File: src/rtl/sr_prog_pkg.sv
// Shared constants for the SR programming controller: register offsets,
// control/status bit positions and the shift FSM state encoding.
package sr_prog_pkg;

    localparam logic [7:0] OFF_CTRL   = 8'h00;
    localparam logic [7:0] OFF_STATUS = 8'h04;
    localparam logic [7:0] OFF_LENGTH = 8'h08;
    localparam logic [7:0] OFF_DATA   = 8'h10;

    localparam int CTRL_START    = 0;
    localparam int CTRL_UPD_EN   = 1;
    localparam int CTRL_IRQ_MASK = 2;

    localparam int STAT_BUSY = 0;
    localparam int STAT_DONE = 1;

    typedef enum logic [1:0] {
        IDLE,
        SHIFT,
        UPD
    } state_t;

endpackage

File: src/rtl/sr_prog_regs.sv
// Wishbone window decode, single-cycle ack generation and register read mux.
// Produces write strobes; the register state itself lives in the top level.
module sr_prog_regs
    import sr_prog_pkg::*;
#(
    parameter int          WIDTH     = 164,
    parameter logic [31:0] BASE_ADDR = 32'h3000_0000,
    parameter int          NWORDS    = (WIDTH + 31) / 32
) (
    input  logic                   clk,
    input  logic                   reset_n,
    input  logic [31:0]            wb_addr,
    input  logic                   valid,
    input  logic                   wen,
    input  logic                   i_busy,
    input  logic                   i_done,
    input  logic                   i_upd_en,
    input  logic                   i_irq_mask,
    input  logic [NWORDS*32-1:0]   i_buf,
    output logic [31:0]            rdata,
    output logic                   ready,
    output logic                   o_wr_ctrl,
    output logic                   o_wr_status,
    output logic                   o_wr_data,
    output logic [5:0]             o_widx
);

    localparam int IDXW = (NWORDS > 1) ? $clog2(NWORDS) : 1;

    logic                    r_ready;
    logic [31:0]             r_rdata;
    logic                    w_hit;
    logic                    w_is_data;
    logic [7:0]              w_off;
    logic [5:0]              w_didx;
    logic [31:0]             w_rmux;
    logic [NWORDS-1:0][31:0] w_words;
    logic                    w_unused_addr;

    assign w_unused_addr = ^wb_addr[1:0];
    assign w_words       = i_buf;
    assign w_off         = {wb_addr[7:2], 2'b00};
    // A hit during the ack cycle is not acknowledged again.
    assign w_hit         = valid && (wb_addr[31:8] == BASE_ADDR[31:8]) && !r_ready;
    assign w_didx        = wb_addr[7:2] - OFF_DATA[7:2];
    assign w_is_data     = (w_off >= OFF_DATA) && (int'(w_didx) < NWORDS);

    always_comb begin
        w_rmux = '0;
        if (w_off == OFF_CTRL) begin
            w_rmux[CTRL_UPD_EN]   = i_upd_en;
            w_rmux[CTRL_IRQ_MASK] = i_irq_mask;
        end else if (w_off == OFF_STATUS) begin
            w_rmux[STAT_BUSY] = i_busy;
            w_rmux[STAT_DONE] = i_done;
        end else if (w_off == OFF_LENGTH) begin
            w_rmux = 32'(WIDTH);
        end else if (w_is_data) begin
            w_rmux = w_words[w_didx[IDXW-1:0]];
        end
    end

    assign o_wr_ctrl   = w_hit && wen && (w_off == OFF_CTRL);
    assign o_wr_status = w_hit && wen && (w_off == OFF_STATUS);
    assign o_wr_data   = w_hit && wen && w_is_data;
    assign o_widx      = w_didx;

    always_ff @(posedge clk) begin
        if (!reset_n) begin
            r_ready <= 1'b0;
            r_rdata <= '0;
        end else begin
            r_ready <= w_hit;
            r_rdata <= (w_hit && !wen) ? w_rmux : '0;
        end
    end

    assign ready = r_ready;
    assign rdata = r_rdata;

endmodule

File: src/rtl/sr_prog_ctrl.sv
// Shadow-buffer programmer for the configuration shift register: shifts the
// buffer into the chain LSB first while capturing the old chain contents.
// Optional done interrupt and CTRL.IRQ_MASK with `define SR_PROG_IRQ_EN.
module sr_prog_ctrl
    import sr_prog_pkg::*;
#(
    parameter int          WIDTH     = 164,
    parameter logic [31:0] BASE_ADDR = 32'h3000_0000,
    parameter int          NWORDS    = (WIDTH + 31) / 32
) (
    input  logic        clk,
    input  logic        reset_n,
    input  logic [31:0] wb_addr,
    input  logic        valid,
    input  logic        wen,
    input  logic [3:0]  wstrb,
    input  logic [31:0] wdata,
    output logic [31:0] rdata,
    output logic        ready,
    output logic        sr_sin,
    input  logic        sr_sout,
    output logic        sr_shift,
    output logic        sr_update
`ifdef SR_PROG_IRQ_EN
    ,
    output logic        irq
`endif
);

    localparam int CNTW = $clog2(WIDTH + 1);

    state_t               r_state;
    logic [CNTW-1:0]      r_cnt;
    logic [WIDTH-1:0]     r_buf;
    logic                 r_sin;
    logic                 r_shift;
    logic                 r_update;
    logic                 r_done;
    logic                 r_upd_en;
    logic                 r_irq_mask;
    logic [WIDTH-1:0]     w_buf_shift;
    logic [NWORDS*32-1:0] w_buf_pad;
    logic                 w_busy;
    logic                 w_start;
    logic                 w_wr_ctrl;
    logic                 w_wr_status;
    logic                 w_wr_data;
    logic [5:0]           w_widx;

    assign w_busy  = (r_state != IDLE);
    assign w_start = w_wr_ctrl && wstrb[0] && wdata[CTRL_START] && !w_busy;

    always_comb begin
        w_buf_pad              = '0;
        w_buf_pad[WIDTH-1:0]   = r_buf;
    end

    generate
        if (WIDTH > 1) begin : g_shift
            assign w_buf_shift = {sr_sout, r_buf[WIDTH-1:1]};
        end else begin : g_shift1
            assign w_buf_shift = sr_sout;
        end
    endgenerate

    sr_prog_regs #(
        .WIDTH     (WIDTH),
        .BASE_ADDR (BASE_ADDR),
        .NWORDS    (NWORDS)
    ) u_regs (
        .clk         (clk),
        .reset_n     (reset_n),
        .wb_addr     (wb_addr),
        .valid       (valid),
        .wen         (wen),
        .i_busy      (w_busy),
        .i_done      (r_done),
        .i_upd_en    (r_upd_en),
        .i_irq_mask  (r_irq_mask),
        .i_buf       (w_buf_pad),
        .rdata       (rdata),
        .ready       (ready),
        .o_wr_ctrl   (w_wr_ctrl),
        .o_wr_status (w_wr_status),
        .o_wr_data   (w_wr_data),
        .o_widx      (w_widx)
    );

    always_ff @(posedge clk) begin
        if (!reset_n) begin
            r_upd_en   <= 1'b0;
            r_irq_mask <= 1'b0;
        end else if (w_wr_ctrl && wstrb[0] && !w_busy) begin
            r_upd_en   <= wdata[CTRL_UPD_EN];
`ifdef SR_PROG_IRQ_EN
            r_irq_mask <= wdata[CTRL_IRQ_MASK];
`endif
        end
    end

    // Bits past WIDTH in the last word have no storage and read back as 0.
    always_ff @(posedge clk) begin
        if (!reset_n) begin
            r_buf <= '0;
        end else if (r_state == SHIFT) begin
            r_buf <= w_buf_shift;
        end else if (w_wr_data && !w_busy) begin
            for (int b = 0; b < WIDTH; b++) begin
                if (w_widx == 6'(b / 32) && wstrb[(b % 32) / 8])
                    r_buf[b] <= wdata[b % 32];
            end
        end
    end

    always_ff @(posedge clk) begin
        if (!reset_n) begin
            r_state  <= IDLE;
            r_cnt    <= '0;
            r_sin    <= 1'b0;
            r_shift  <= 1'b0;
            r_update <= 1'b0;
            r_done   <= 1'b0;
        end else begin
            r_update <= 1'b0;
            if (w_wr_status && wdata[STAT_DONE])
                r_done <= 1'b0;
            // Completion below overrides a same-cycle write-1-clear.
            case (r_state)
                IDLE: begin
                    if (w_start) begin
                        r_state <= SHIFT;
                        r_cnt   <= CNTW'(WIDTH);
                        r_done  <= 1'b0;
                        r_shift <= 1'b1;
                        r_sin   <= r_buf[0];
                    end
                end
                SHIFT: begin
                    r_cnt <= r_cnt - 1'b1;
                    r_sin <= w_buf_shift[0];
                    if (r_cnt == CNTW'(1)) begin
                        r_shift <= 1'b0;
                        r_sin   <= 1'b0;
                        if (r_upd_en) begin
                            r_state  <= UPD;
                            r_update <= 1'b1;
                        end else begin
                            r_state <= IDLE;
                            r_done  <= 1'b1;
                        end
                    end
                end
                UPD: begin
                    r_state <= IDLE;
                    r_done  <= 1'b1;
                end
                default: r_state <= IDLE;
            endcase
        end
    end

    assign sr_sin    = r_sin;
    assign sr_shift  = r_shift;
    assign sr_update = r_update;

`ifdef SR_PROG_IRQ_EN
    assign irq = r_done & r_irq_mask;
`endif

endmodule

File: config.mk
export PLATFORM = sky130hd
export DESIGN_NAME = sr_prog_ctrl
export DESIGN_NICKNAME = d
export VERILOG_FILES = /design/src/rtl/sr_prog_pkg.sv /design/src/rtl/sr_prog_regs.sv /design/src/rtl/sr_prog_ctrl.sv
export SDC_FILE = /design/constraint.sdc
export NUM_CORES = 1
export LEC_CHECK = 0
export BUFFER_PORTS_ARGS = -buffer_cell sky130_fd_sc_hd__buf_2
export CAP_MARGIN = 30
export CORE_MARGIN = 4
export CORE_UTILIZATION = 40
export CTS_CLUSTER_SIZE = 20
export DETAILED_ROUTE_END_ITERATION = 8
export SYNTH_ARGS = -nofsm -noshare
export SYNTH_HDL_FRONTEND = slang
export SYNTH_SLANG_ARGS = --single-unit
export TNS_END_PERCENT = 5
File: constraint.sdc
create_clock -name clk -period 3.8 [get_ports clk]
set_clock_uncertainty 0.1 [all_clocks]
set_input_delay 0.19 -clock clk [delete_from_list [all_inputs] [get_ports clk]]
set_output_delay 0.19 -clock clk [all_outputs]
set_load 0.1 [all_outputs]
# After elaboration in Yosys (flattened, before gate mapping)
# Index checks and enable logic that the tools add are counted.
[totals]
ff_bits = 212
in_bits = 73
out_inout_bits = 36
elab_cells = 341
[op_classes]
n_addsub = 2
n_lt_le_gt_ge = 3
n_eq_ne = 13
mux = 190
n_bitwise = 4
n_reduce_logical = 95
[ops]
columns = ["cell", "n"]
rows = [
  ["164-bit 2-to-1 mux", 2],
  ["1-bit 2-to-1 mux", 174],
  ["32-bit binary-select mux with 3-bit select", 1],
  ["2-bit AND reduction", 24],
  ["2-bit nonzero test", 24],
  ["1-bit logical AND", 35],
  ["32-bit 2-to-1 mux", 1],
  ["24-bit by 22-bit == test with 1-bit output, second input constant", 1],
  ["8-bit 2-to-1 mux", 3],
  ["6-bit by 2-bit == test with 1-bit output, second input constant", 3],
  ["8-bit one-hot mux with 2 select lines", 1],
  ["6-bit by 1-bit == test with 1-bit output, second input constant", 2],
  ["6-bit by 3-bit == test with 1-bit output, second input constant", 2],
  ["8-bit by 1-bit == test with 1-bit output, second input constant", 1],
  ["8-bit by 5-bit greater-or-equal comparator with 1-bit output, second input constant", 1],
  ["8-bit zero test", 1],
  ["2-bit 2-to-1 mux", 4],
  ["8-bit by 1-bit subtractor with 8-bit output, second input constant", 1],
  ["6-bit zero test", 1],
  ["6-bit by 3-bit less-than comparator with 1-bit output, second input constant", 1],
  ["3-bit AND reduction", 2],
  ["3-bit OR reduction", 2],
  ["6-bit OR reduction", 1],
  ["6-bit by 3-bit subtractor with 6-bit output, second input constant", 1],
  ["12 further kinds", 18],
]

# Longest topological paths before layout
[logic_depth]
word_depth = 10
mapped_depth = 12
ltp_nobuf = 7

# Hierarchy
# Synthesis repeated with hierarchy kept, for this count alone.
[hier_totals]
hier_cells = 1148
hier_area_um2 = 10366.2
[modules_own_cells]
columns = ["module", "instances", "cells_each", "area_each_um2", "seq_area_each_um2"]
rows = [
  ["sr_prog_ctrl", 1, 900, 7699.9, 3583.4],
  ["sr_prog_regs", 1, 248, 2666.3, 660.6],
]

# Worst setup path after synthesis
# Ideal clock, no wire load.
[synth_path]
path_type = "input port to flip-flop"
from = "in wb_addr[4]"
to = "reg r_buf[128]"
setup_time_ns = 0.115
arrival_time_ns = 2.823
required_time_ns = 3.585
path_slack_ns = 0.763
path_stages = 12
path_buffers = 5
cell_sequence = "clkbuf_1 clkinv_1 clkbuf_1 ha_1 clkbuf_1 a21boi_0 nand4_1 nor4_4 clkbuf_1 buf_2 a21oi_1 o21a_1"
[synth_via]
elab_chain_len = 7
elab_cells_between_ends = 11
classes_between = "add/sub (1); order compare (2); eq/ne (1); reduce/logical (7)"
[synth_rtl]
columns = ["element", "line", "rtl"]
rows = [
  ["start: declaration", "sr_prog_ctrl.sv:13", "input logic [31:0] wb_addr,"],
  ["6-bit by 3-bit subtractor with 6-bit output", "sr_prog_regs.sv:45", "assign w_didx = wb_addr[7:2] - OFF_DATA[7:2];"],
  ["6-bit by 3-bit less-than comparator with 1-bit output", "sr_prog_regs.sv:46", "assign w_is_data = (w_off >= OFF_DATA) && (int'(w_didx) < NWORDS);"],
  ["1-bit logical AND", "sr_prog_regs.sv:46", ""],
  ["1-bit logical AND", "sr_prog_regs.sv:65", "assign o_wr_data = w_hit && wen && w_is_data;"],
  ["1-bit logical AND", "sr_prog_ctrl.sv:107", "end else if (w_wr_data && !w_busy) begin"],
  ["2-bit nonzero test (no source line)", "-", ""],
  ["2-bit AND reduction (no source line) *", "-", ""],
  ["end signal: assignment", "sr_prog_ctrl.sv:106", "r_buf <= w_buf_shift;"],
  ["end signal: indexed assignment", "sr_prog_ctrl.sv:110", "r_buf[b] <= wdata[b % 32];"],
  ["end: declaration", "sr_prog_ctrl.sv:34", "logic [WIDTH-1:0] r_buf;"],
]
# Mark *: on every way between the ends. The rest lies on a longest branch, timed or not.
# A chain may end at the register's enable or synchronous reset.

# Final worst setup path
[layout_path]
from = "reg u_regs.r_ready, in the netlist u_regs.ready"
to = "reg r_buf[163]"
[layout_via]
elab_chain_len = 7
[layout_rtl]
columns = ["element", "line", "rtl"]
rows = [
  ["start: declaration", "sr_prog_regs.sv:30", "logic r_ready;"],
  ["start signal: assignment", "sr_prog_regs.sv:73", "r_ready <= w_hit;"],
  ["1-bit zero test", "sr_prog_regs.sv:44", "assign w_hit = valid && (wb_addr[31:8] == BASE_ADDR[31:8]) && !r_ready;"],
  ["1-bit logical AND", "sr_prog_regs.sv:44", ""],
  ["1-bit logical AND (2 in a row)", "sr_prog_regs.sv:65", ""],
  ["1-bit logical AND", "sr_prog_ctrl.sv:107", ""],
  ["2-bit nonzero test (no source line)", "-", ""],
  ["2-bit AND reduction (no source line)", "-", ""],
]
# Every way passes these cells.

==> flow_summary.toml <==
[clocking]
post_cts_buffers = 0
hold_buffers = 34
cts_root_buf = "clkbuf_16"
insertion_delay_ns = 0.52
cts_tree = "yes"
htree_levels = 1
clk_pin_slew_ns = 0.06
clk_path_buf_depth = 3
cts.sinks = 212
cts_resized = 0
cts_made_buffers = 24

[global_route]
grt_pass1_vias = 11460
grt_use_total = 0.2587
grt_pass1_wl_mm = 65.41
grt_max_degree = 88
grt_overflow_total = 0
antenna_found_initial = 3

[worst_setup_path]
cp_max_fo = 77
start_kind = "register"
reg2regPathDepth = 6
end_kind = "register"
cp_num_buf_inv = 1
cp_cell_sequence = "nor4_1, nand4_1, or4_4, o21ai_0, a21oi_1, dlygate4sd3_1"
slowest_stage = "or4_4"
worstReg2RegStart = "u_regs.ready"
rrSetupSlack_ns = 0.84
crit_required_ns = 4.11
crit_type = "reg -> reg"
max_stage_delay_ns = 0.92
arrival_ns = 3.27
timing.rr.end = "r_buf[163]"
path_delay_family = "simple AND/OR/NAND/NOR gates"

[drt]
firstDrtPassIters = 7
avgRoutedWirePerCell_um = 21.21
ant_nets = 0
drc_errors = 0
drt_iter0_markers = 1211
wirelength_mm = 41.51
vias = 12120
vias_per_cell = 6.193

[layout]
final_nets = 1638
syn_to_final_growth_pct = 18.09
register_area_um2 = 4244
fillCellCount = 2805
drive_gt1_frac = 0.1344
multiInputGateArea_um2 = 6314
fin_util = 0.4778

[logic_synthesis]
syn_inst = 1512
synth-warning-count = 0
synth_top_family_by_area = "compound AO/OA/AOI/OAI gates"
yosysUniqueCellTypes = 62
synth_compound_gate_area_share = 0.3459
yosys.area_share.xor_xnor = 0.004675
async_reset_ff_frac = 0
synth-simple-area-share = 0.1759
ys_seq_elements = 212
yosys.area.top_type = "dfxtp_1"
synth_enable_flop_cells = 0
ys_seq_area_frac = 0.3776
synth_area_leaders = "dfxtp_1 (38%), o21ai_0 (12%), a21oi_1 (8.1%), a31oi_1 (5.7%), clkbuf_1 (4.4%)"
synth_fp_nets = 1591
synth_common_cells = "o21ai_0 (269), dfxtp_1 (212), a21oi_1 (181), clkbuf_1 (132), nand2_1 (116)"
synth.area.mux_share = 0.02627
postSynthAreaPerCell_um2 = 7.434
synth_top_area_share = 0.3776
synthAdderAreaFrac = 0.006679
synth_ff_type = "dfxtp_1"
syn_area_um2 = 11240
yosysMostFrequentCell = "o21ai_0"

[floorplanning]
start_util = 0.4046
die_w_um = 175.6
fp-row-count = 61
dieArea_um2 = 30840
die_h_um = 175.6
fp.coreArea_um2 = 27780
ios = 109

[power]
comb_power_share = 0.080
powerDensity_nw_per_um2 = 397.6
internal_power_mw = 4.015
swShare = 0.2392
fin_total_pwr_mw = 5.278
switchingPower_mw = 1.263
p_seq_frac = 0.421
clkPwrFrac = 0.499
p_leak_nw = 4.638
worst_ir_drop_vdd_v = 0.0002566

[sta]
rsz0062_at_grt = "false"
fin_crit_sh = 0.7794
tightest_slew_ns = 0.9329
max_freq_ghz = 0.3376
relSlewSlack = 0.3781
finalSetupTns_ns = 0
hold_viol_final = 0
drv_slew = 0
fin_hold_ws_ns = 0.02269
final.min_clock_period_ns = 2.962
setup_violations = 0

[hold_path]
worstHoldPathCells = 3
min_from = "wdata[0]"
hold_class = "in -> reg"
min_to = "r_cnt[5]"

[placed_design]
dp_hpwl_mm = 25.10
numPortBuffers = 106
gp_congestion = 0.8776

[status]
status = "complete, no violations"

[job]
maxCapViolCount = 0
## placed cells by master, fill, tap and decap left out, types with 12 or more instances in the layout
master | synthesis | layout
o21ai_0 | 269 | 269
dfxtp_1 | 212 | 212
a21oi_1 | 181 | 181
nand2_1 | 116 | 116
buf_2 | 11 | 106
a31oi_1 | 103 | 103
nor2_1 | 85 | 84
nor3_1 | 69 | 69
dlygate4sd3_1 | 0 | 34
buf_4 | 0 | 34
inv_1 | 26 | 26
and3_1 | 26 | 26
clkbuf_16 | 0 | 25
nand4_1 | 23 | 23
a22oi_1 | 21 | 21
o211ai_1 | 19 | 19
o22ai_1 | 17 | 17
mux2i_1 | 16 | 16
a41oi_1 | 16 | 16
nand3_1 | 15 | 15
nor4_1 | 13 | 13
a2bb2oi_1 | 13 | 13
nor2b_1 | 13 | 12
## state kept, by name (all words and copies together) (netlist names)
| register | flops |
|---|---|
| r_done | 1 |
| sr_sin | 1 |
| r_cnt | 8 |
| sr_update | 1 |
| r_buf | 164 |
| u_regs.rdata | 32 |
| u_regs.ready | 1 |
| sr_shift | 1 |
| r_state | 2 |
| r_upd_en | 1 |
## kinds of logic after synthesis
| family | Yosys count |
|---|---|
| compound gates | 675 |
| simple gates | 404 |
| flops | 212 |
| buf+inv | 185 |
| mux | 24 |
| xor+xnor | 6 |
| fa+ha+maj | 6 |
## layout make-up
cell class                 count  area share
tap                          378     0.03563
multi-input combinational   1115      0.4757
sequential                   212      0.3198
clock buffer                  36     0.05779
timing repair buffer         179     0.09238
antenna                        2   0.0003771
clock inverter                 8     0.01075
inverter                      27    0.007636
## per-layer routing
layer  GRT usage  routed length [um]  vias up
li1            -                   -     5687
met1      0.3715               18340     5708
met2      0.3902               18050      626
met3     0.04455                3605       97
met4     0.09584                1508        2
met5           0                  11        -
## how the worst max path moves through the flow
stage               cells past startpoint  slack (ns)          to          from
detailed placement                     10        0.75  r_buf[108]    wb_addr[4]
global placement                       10        0.78  r_buf[105]    wb_addr[4]
CTS                                     6        0.88  r_buf[163]  u_regs.ready
finish                                  6        0.84  r_buf[163]  u_regs.ready
global route                            6        0.66  r_buf[163]  u_regs.ready
floorplan                              12        0.76  r_buf[128]    wb_addr[4]
## stage by stage
stage                     instances  instance area, um^2  setup WS [ns]
after floorplan                1512                11240         0.7627
after global placement         1874                12000         0.7814
after detailed placement       1877                12020         0.7512
after CTS                      1955                13270         0.8847
after global routing           1956                13270         0.6601
final                          1957                13270         0.8381
## power by group through the flow
stage / Clock (mW) / Combinational, mW / Sequential [mW]
2_1_floorplan: 0 / 0.222 / 2.27
3_3_place_gp: 0 / 0.381 / 2.27
3_5_place_dp: 0 / 0.382 / 2.27
4_1_cts: 2.67 / 0.412 / 2.22
5_1_grt: 2.75 / 0.454 / 2.22
6_report: 2.64 / 0.421 / 2.22
## worst register-to-register path, delay by kind of cell (launching register included)
| kind | cells | cell delay, ns |
|---|---|---|
| buf+inv | 1 | 0.56 |
| simple gates | 3 | 1.41 |
| compound gates | 2 | 0.47 |
| flops | 1 | 0.31 |
Power figures use the tool's default switching activity.
